<file path="config.mk">
export PLATFORM = sky130hd
export DESIGN_NAME = fetch_ctrl
export DESIGN_NICKNAME = d
export VERILOG_FILES = /design/src/rtl/fetch_ctrl.sv
export SDC_FILE = /design/constraint.sdc
export NUM_CORES = 1
export LEC_CHECK = 0
export ABC_AREA = 1
export ABC_CLOCK_PERIOD_IN_PS = 3400
export CORE_UTILIZATION = 30
export DETAILED_ROUTE_END_ITERATION = 10
export GPL_TIMING_DRIVEN = 0
export HOLD_SLACK_MARGIN = 0.08
export SLEW_MARGIN = 20
export SYNTH_ARGS = -nofsm -noshare
export SYNTH_HDL_FRONTEND = slang
export SYNTH_SLANG_ARGS = --single-unit
</file>
<file path="constraint.sdc">
create_clock -name clk -period 3.4 [get_ports clk]
set_input_delay 1.02 -clock clk [delete_from_list [all_inputs] [get_ports clk]]
set_output_delay 1.02 -clock clk [all_outputs]
set_load 0.02 [all_outputs]
</file>
<file path="src/rtl/fetch_ctrl.sv">
// Fetch sequencer: owns the PC, drives a 1-cycle-latency instruction memory and feeds decode through a 2-entry buffer.
// Optional FETCH_CTRL_PERF_EN adds saturating perf_fetched / perf_stall counters.
module fetch_ctrl #(
    parameter logic [3:0] HALT_OP  = 4'hF,
    parameter logic [4:0] RESET_PC = 5'd0
) (
    input  logic        clk,
    input  logic        reset,
    input  logic        start,
    input  logic        redirect,
    input  logic [4:0]  redirect_addr,
    output logic        imem_rd_en,
    output logic [4:0]  imem_addr,
    input  logic [12:0] imem_data,
    output logic [12:0] ir_out,
    output logic        ir_valid,
    input  logic        ir_ready,
    output logic        halted
`ifdef FETCH_CTRL_PERF_EN
    ,
    output logic [15:0] perf_fetched,
    output logic [15:0] perf_stall
`endif
);

    typedef enum logic [1:0] {IDLE, RUN, DRAIN, HALT} state_t;

    state_t      state_reg, state_next;
    logic [4:0]  pc_reg;
    logic [1:0]  count_reg;
    logic        inflight_reg;
    logic        kill_reg;
    logic        head_reg, tail_reg;
    logic [12:0] ibuf_reg [2];

    logic        pop, push, halt_seen;
    logic [2:0]  occupancy;

    assign pop       = ir_valid && ir_ready;
    assign push      = inflight_reg && !kill_reg && !redirect;
    assign halt_seen = push && (state_reg == RUN) && (imem_data[12:9] == HALT_OP);
    assign occupancy = {1'b0, count_reg} + {2'b00, inflight_reg} - {2'b00, pop};

    assign imem_addr = pc_reg;
    assign ir_valid  = (count_reg != 2'd0);
    assign ir_out    = ibuf_reg[head_reg];

    always_ff @(posedge clk or negedge reset) begin
        if (!reset) state_reg <= IDLE;
        else        state_reg <= state_next;
    end

    always_comb begin
        state_next = state_reg;
        case (state_reg)
            IDLE:  if (!redirect && start) state_next = RUN;
            RUN:   if (!redirect && halt_seen) state_next = DRAIN;
            // Once in DRAIN nothing more is pushed, so the last entry left is the halt.
            DRAIN: begin
                if (redirect)                           state_next = RUN;
                else if (pop && (count_reg == 2'd1))    state_next = HALT;
            end
            HALT:  if (redirect || start) state_next = RUN;
            default: state_next = IDLE;
        endcase
    end

    always_comb begin
        imem_rd_en = (state_reg == RUN) && !redirect && (occupancy < 3'd2);
        halted     = (state_reg == HALT);
    end

    // On halt capture the PC is held so that a restart resumes right after the halt,
    // even though the read issued alongside the capture is killed.
    always_ff @(posedge clk or negedge reset) begin
        if (!reset) begin
            pc_reg       <= RESET_PC;
            inflight_reg <= 1'b0;
            kill_reg     <= 1'b0;
            count_reg    <= 2'd0;
            head_reg     <= 1'b0;
            tail_reg     <= 1'b0;
            for (int i = 0; i < 2; i++) ibuf_reg[i] <= 13'd0;
        end else begin
            inflight_reg <= imem_rd_en;
            kill_reg     <= redirect || halt_seen;
            if (redirect)        pc_reg <= redirect_addr;
            else if (halt_seen)  pc_reg <= pc_reg;
            else if (imem_rd_en) pc_reg <= pc_reg + 5'd1;

            if (redirect) begin
                count_reg <= 2'd0;
                head_reg  <= 1'b0;
                tail_reg  <= 1'b0;
            end else begin
                count_reg <= count_reg + {1'b0, push} - {1'b0, pop};
                if (push) begin
                    ibuf_reg[tail_reg] <= imem_data;
                    tail_reg           <= ~tail_reg;
                end
                if (pop) head_reg <= ~head_reg;
            end
        end
    end

`ifdef FETCH_CTRL_PERF_EN
    always_ff @(posedge clk or negedge reset) begin
        if (!reset) begin
            perf_fetched <= 16'd0;
            perf_stall   <= 16'd0;
        end else begin
            if (pop && (perf_fetched != 16'hFFFF))
                perf_fetched <= perf_fetched + 16'd1;
            if (ir_valid && !ir_ready && (perf_stall != 16'hFFFF))
                perf_stall <= perf_stall + 16'd1;
        end
    end
`endif

endmodule

</file>
======== Word level (Yosys, flattened, before mapping) ========
Cells that the tools add are included.
Widths: inputs -> output; s select.
storage, ports and cells
  flip-flop bits (word level) ............. 39
  bits of input ports ..................... 23
  logic and storage cells ................. 76
cells by class
  order comparisons ....................... 4
  muxes and demuxes ....................... 20
  reduce and logical (&&, ||, !) cells .... 23
  eq/ne operators ......................... 10
  $add $sub $neg .......................... 5
  bitwise logic cells ..................... 5
operators with widths
  cell                 count
  $mux 13              4
  $bwmux 26            1
  $mux 5               3
  $demux 13 s1         1
  $mux 2               6
  $logic_and 1x1->1    11
  $pmux 2 s4           1
  $reduce_bool 2->1    4
  $ne 2x2->1 const B   3
  $add 5x1->5 const B  1
  $eq 2x1->1 const B   2
  $eq 2x2->1 const B   2
  $eq 4x4->1 const B   1
  $ge 2x2->1 const B   2
  $mux 1               4
  $not 1->2            2
  $reduce_and 2->1     2
  $reduce_and 4->1     1
  $add 2x1->3          1
  $lt 3x2->1 const B   1
  $ne 3x3->1 const B   1
  $not 1->1            3
  $sub 3x1->3          1
  $add 2x1->2          1
  6 further kinds      8

======== Longest topological paths before layout ========
Gate-level depths: netlist of run 1.
  depth in word-level cells ............... 8
  mapped depth ............................ 13
  gate-level depth less buffers ........... 13

======== Least setup slack after synthesis of run 1 ========
OpenSTA, ideal clock, no wires.
  kind .................................... input -> output
  from .................................... in ir_ready
  to ...................................... out imem_rd_en
  required time ........................... 2,380 ps
  buffers on the path ..................... 0
  slack ................................... -122 ps
  data arrival time ....................... 2,502 ps
  stages on the path ...................... 8
  cell sequence ........................... o21a_1 ha_1 or2_2 fa_1 nand2_1 nor2_1 nand2_1 inv_1
between the ends
  word-level cells in the longest chain between the ends .. 4
ends and longest elaborated chain
  item                RTL line  source
  start: declaration  17        input logic ir_ready,
  $logic_and 1x1->1   39        assign pop = ir_valid && ir_ready;
  $sub 3x1->3         42        assign occupancy = {1'b0, count_reg} + {2'b00, inflight_reg} - {2'b00, pop};
  $lt 3x2->1          69        imem_rd_en = (state_reg == RUN) && !redirect && (occupancy < 3'd2);
  $logic_and 1x1->1   69
  end: declaration    12        output logic imem_rd_en,
No other way between the ends.

======== Worst setup path after layout of run 1 ========
Same ends and word-level chain as after synthesis.

==> flow_summary.yaml, run 1 <==
setup_path:
  worstPathMaxFanout: 2
  cp_num_buf_inv: 3
  path_cells: "buf_6 -> o21a_1 -> ha_1 -> or2_4 -> fa_1 -> nand2_1 -> nor2_1 -> nand2_1 -> inv_2 -> buf_6"
  arrival_ns: 2.67
  critPathMaxStageDelay_ns: 0.49
  slowest_stage: "fa_1"
  critPathCaptureType: "primary output"
  start_kind: "input port"
  crit_family: "adder cells"
  worst_ep_required_time_ns: 2.38
  path_class: "in2out"
  rrSetupSlack_ns: 0.21
route:
  drtIter0Drc: 77
  route.antenna.remaining_nets: 0
  dr.pass1.iters: 4
  vias_per_cell: 4.52
  vias: 1795
  drc_errors: 0
  wl_per_cell_um: 12.2
  wirelength_um: 4860
global_routing:
  antenna_found_initial: 0
  grt_max_degree: 23
  grt_remaining_overflow: 0
  grt_usage: 0.147
  grt_pass1_vias: 1736
  grt_pass1_wl_um: 8310
final_layout:
  largest_register_ffs: 26
  fin_cells: 397
  nets: 351
  area_growth_pct: 39.6
  final_core_util: 0.445
  drive_above_1_share: 0.194
  nFillCells: 631
  diodes: 0
logic_synthesis:
  yosysUniqueCellTypes: 23
  synth.area.mux_share: 0.00483
  synth_edf_count: 0
  yosysSeqAreaShare: 0.471
  async_reset_ff_frac: 1.00
  synthAdderAreaFrac: 0.0580
  synthXorXnorAreaFrac: 0.00846
  synth_compound_area_frac: 0.106
  synth_top_family_by_area: "simple AND/OR/NAND/NOR gates"
  syn_area_sq_mm: 0.00207
  yosysTopAreaCellShare: 0.471
  synth_warnings: 0
  yosysMostFrequentCell: "nand2_1"
  syn_inst: 257
  syn_area_per_cell_sq_um: 8.06
  synth-seq-cells: 39
  yosysTopAreaCell: "dfrtp_1"
  synth_common_cells: "nand2_1, dfrtp_1, inv_1"
  synthSimpleGateAreaFrac: 0.266
  synth_area_leaders: "dfrtp_1, nand2_1, o21ai_2"
  synth-main-ff-cell: "dfrtp_1"
  syn_nets: 289
timing:
  worst_pin_slew_ns: 0.569
  whs_ns: 0.488
  hold_viol: 0
  max_freq_mhz: 271
  fin_worst_skew_ns: 0.00779
  period_share: 1.08
  min_period_ns: 3.69
  maxSlewHeadroom: 0.621
  setup_ws_ns: -0.287
  drv_slew: 0
  rsz0062_at_grt: "yes"
  setup_viol: 6
clock_tree:
  cts_buffers: 5
  cts_sinks: 39
  cts-htree-levels: 2
  hold_buffers: 0
  clk_pin_slew_ns: 0.08
  clock_latency_ns: 0.29
  root_buffer: "clkbuf_8"
  tritoncts: "yes"
  cts_max_path_buffers: 2
placed_design:
  hpwl_um: 3370
  routabilityCongestion: 0.772
  numPortBuffers: 43
  preCtsSetupSlack_ns: -1.21
  placed_cells: 378
power_and_ir_drop:
  power.leakage_nw: 1.46
  p_per_area_mw_per_mm2: 873
  totalPowerFinal_mw: 2.52
  ir_drop_v: 0.000533
floorplan:
  start_util: 0.319
  std_cell_rows: 29
  die_h_um: 85.1
  fp.coreArea_sq_mm: 0.00649
  dieArea_sq_mm: 0.00724
  io_pins: 44
  die_w_um: 85.1
run:
  drv_cap: 0
status:
  violations: "negative setup slack"
  status: "finished with violations"
min_path:
  min_path_type: "reg2reg"
per-layer routing:
layer	wire [um]	share of wire	global-route usage	vias to the layer above
met5	0	0	0	-
met4	31	0.0064	0.0431	0
met3	213	0.044	0.0340	4
met2	2250	0.46	0.242	42
met1	2360	0.49	0.195	834
li1	-	-	-	915
layout make-up:
cell class,instances,area (sq um),share of cell area
clock inverters,3,43.8,0.0152
inverters,32,123,0.0424
plain buffers,8,56.3,0.0195
repair buffers,55,564,0.195
clock buffers,5,68.8,0.0238
well taps,77,96.3,0.0333
multi-input cells,178,962,0.333
flip-flops and latches,39,976,0.338
cells by family after synthesis:
| family | after synthesis |
|---|---|
| xor+xnor | 2 |
| simple gates | 133 |
| fa+ha+maj | 9 |
| mux | 1 |
| flops | 39 |
| compound gates | 33 |
| buf+inv | 40 |
placed cells by master (no fill, tap or decap), types with 3 or more instances in the layout:
cell             instances
clkbuf_8                 5
buf_4                    5
o21ai_0                 14
dfrtp_1                 39
clkbuf_1                 4
ha_1                     8
nand3_1                 10
nand2_2                 11
buf_6                   12
inv_1                   28
nor2_1                   6
o21ai_2                 13
clkdlybuf4s50_1         40
nand2_1                 96
inv_2                    3
worst register-to-register path, cell delays in order (launching register included):
cell	delay, ns
dfrtp_1	0.46
o21a_1	0.22
ha_1	0.28
or2_4	0.23
fa_1	0.49
nand2_1	0.06
nor2_1	0.10
nand2_1	0.09
buf_4	0.14
buf_6	0.10
buf_6	0.10
buf_6	0.10
buf_6	0.10
buf_6	0.10
buf_6	0.11
buf_6	0.11
nand2_4	0.08
nand2_8	0.09
nand2_4	0.06
o21ai_1	0.05
worst paths after layout:
path                                    from      endpoint  depth (start not counted)
worst max register to register  count_reg[1]  imem_addr[1]                         19
max in group asynchronous              reset  imem_addr[4]                          2
worst min-delay path            ibuf_reg[17]  ibuf_reg[17]                          2
worst min register to register  ibuf_reg[17]  ibuf_reg[17]                          2
min in group asynchronous              reset   ibuf_reg[2]                          1
worst max-delay path                ir_ready    imem_rd_en                         10
metrics by stage:
stage,area (sq um),TNS [ns]
after floorplan,2070,-0.0289
after global placement,2600,-1.37
after detailed placement,2620,-1.57
after CTS,2850,-0.413
after global routing,2890,-1.17
final,2890,-0.516
power by group:
| part | switching (mW) | internal, mW |
|---|---|---|
| sequential | 0.156 | 0.642 |
| clock | 0.170 | 0.219 |
| combinational | 0.670 | 0.667 |
| total | 0.996 | 1.53 |
timing repair:
action	4_1_cts	5_1_grt
hold endpoints to repair	0	0
buffers inserted	9	2
setup endpoints to repair	1	6
gates resized for setup	25	8
pin swaps	5	4
Power figures use the tool's default switching activity.
==> run 2: changes to the inputs <==
- CORE_UTILIZATION: 30 -> 45
- PLACE_DENSITY: default -> 0.75
- RECOVER_POWER: default -> 100
- SLEW_MARGIN: 20 -> default
==> flow_summary.yaml, run 2 (same netlist as run 1, synthesis figures left out) <==
setup_path:
  startpoint: "ir_ready"
  path_class: "in2out"
  arrival_ns: 2.63
  worst_ep_required_time_ns: 2.38
  rrSetupSlack_ns: 0.22
  r2r_cells: 19
  worstPathMaxFanout: 2
  start_kind: "input port"
  critPathCaptureType: "primary output"
  rr_startpoint: "count_reg[1]"
  r2r-end: "imem_addr[0]"
floorplan:
  std_cell_rows: 24
  dieArea_sq_mm: 0.00488
  die_w_um: 69.8
  die_h_um: 69.8
  start_util: 0.472
  io_pins: 44
  fp.coreArea_sq_mm: 0.00438
status:
  status: "finished with violations"
  violations: "max-capacitance violations, max-slew violations, negative setup slack"
route:
  drc_errors: 0
  dr.pass1.iters: 4
  drtIter0Drc: 136
  vias: 1775
  route.antenna.remaining_nets: 0
  wirelength_um: 4580
  wl_per_cell_um: 12.5
  vias_per_cell: 4.82
power_and_ir_drop:
  totalPowerFinal_mw: 2.36
  ir_drop_v: 0.000459
  power.leakage_nw: 1.38
  p_per_area_mw_per_mm2: 871
final_layout:
  drive_above_1_share: 0.123
  final_cell_mix: "nand2_1, clkdlybuf4s50_1, dfrtp_1"
  diodes: 0
  nets: 349
  final_area_sq_mm: 0.00272
  largest_register_ffs: 26
  mostFrequentLayoutCell: "nand2_1"
  area_growth_pct: 31.1
  multi_input_area_sq_um: 921
  regArea_sq_um: 976
  nFillCells: 419
global_routing:
  grt_max_degree: 40
  grt_usage: 0.209
  antenna_found_initial: 0
  grt_pass1_wl_um: 8070
  grt_remaining_overflow: 0
  grt_pass1_vias: 1783
timing:
  worst_pin_slew_ns: 2.08
  setup_viol: 6
  setup_tns_ns: -0.407
  drv_slew: 40
  rsz0062_at_grt: "yes"
  maxSlewHeadroom: -0.388
  max_freq_mhz: 274
  fin_worst_skew_ns: 0.00380
  setup_ws_ns: -0.249
  hold_viol: 0
  min_period_ns: 3.65
  period_share: 1.07
placed_design:
  dpl-instance-area_sq_mm: 0.00256
  routabilityCongestion: 0.748
  preCtsSetupSlack_ns: -1.17
  hpwl_um: 2930
  numPortBuffers: 43
min_path:
  holdPathEnd: "ibuf_reg[17]"
  min_path_type: "reg2reg"
  worstHoldStart: "ibuf_reg[17]"
  min_path_cells: 2
clock_tree:
  cts_buffers: 5
  clk_pin_slew_ns: 0.07
  root_buffer: "clkbuf_8"
  hold_buffers: 0
  cts_sinks: 39
  cts-htree-levels: 2
  clock_latency_ns: 0.28
  cts_max_path_buffers: 2
  tritoncts: "yes"
run:
  drv_cap: 1
run 2: cell types whose count changed in the layout (fill, tap and decap cells not counted), moves of 2 or more:
cell / before / now
nand2_2: 11 / 9
o21ai_0: 14 / 24
nand2_4: 2 / 0
nand2_1: 96 / 99
buf_6: 12 / 8
clkbuf_1: 4 / 9
o21ai_2: 13 / 3
run 2: layer usage:
layer / global-route usage / vias up / wire length [um]
li1: - / 907 / -
met1: 0.270 / 809 / 2050
met2: 0.350 / 55 / 2240
met3: 0.0538 / 4 / 249
met4: 0.0511 / 0 / 38
met5: 0 / - / 0
run 2: how the worst max path moves through the flow:
stage,endpoint,slack (ns),cells past startpoint
global route,imem_rd_en,-0.29,10
finish,imem_rd_en,-0.25,10
CTS,imem_rd_en,-0.29,10
detailed placement,imem_rd_en,-1.17,10
global placement,imem_rd_en,-1.17,10
floorplan,imem_rd_en,-0.03,8
run 2: area by class of cell:
cell class | instances | area share
Timing Repair Buffer | 53 | 0.193
Inverter | 32 | 0.0452
Clock buffer | 6 | 0.0267
Tap cell | 52 | 0.0240
Buffer | 8 | 0.0124
Sequential cell | 39 | 0.359
Multi-Input combinational cell | 178 | 0.339
run 2: repair_timing:
action / CTS / global route
buffers inserted: 9 / 2
gates resized for setup: 23 / 6
endpoints found under the hold margin: 0 / 0
pin swaps: 5 / 4
endpoints found under the setup margin: 1 / 6
run 2: where the power goes:
part	switching [mW]	leakage, nW	internal, mW
clock network	0.146	0.0371	0.137
registers	0.157	0.506	0.643
logic	0.650	0.841	0.631
run 2: worst max-delay path, cell delays in order:
cell and delay (ns):
buf_6 0.09, o21a_1 0.11, ha_1 0.28, or2_4 0.23, fa_1 0.48, nand2_1 0.06, nor2_1 0.09, nand2_1 0.09
inv_2 0.07, buf_6 0.11
run 2: metrics by stage:
stage	hold slack, ns	util	cells
3_5_place_dp	0.469	0.585	352
6_report	0.484	0.619	368
4_1_cts	0.485	0.626	367
3_3_place_gp	0.466	0.586	352
2_1_floorplan	0.453	-	257
5_1_grt	0.511	0.619	368
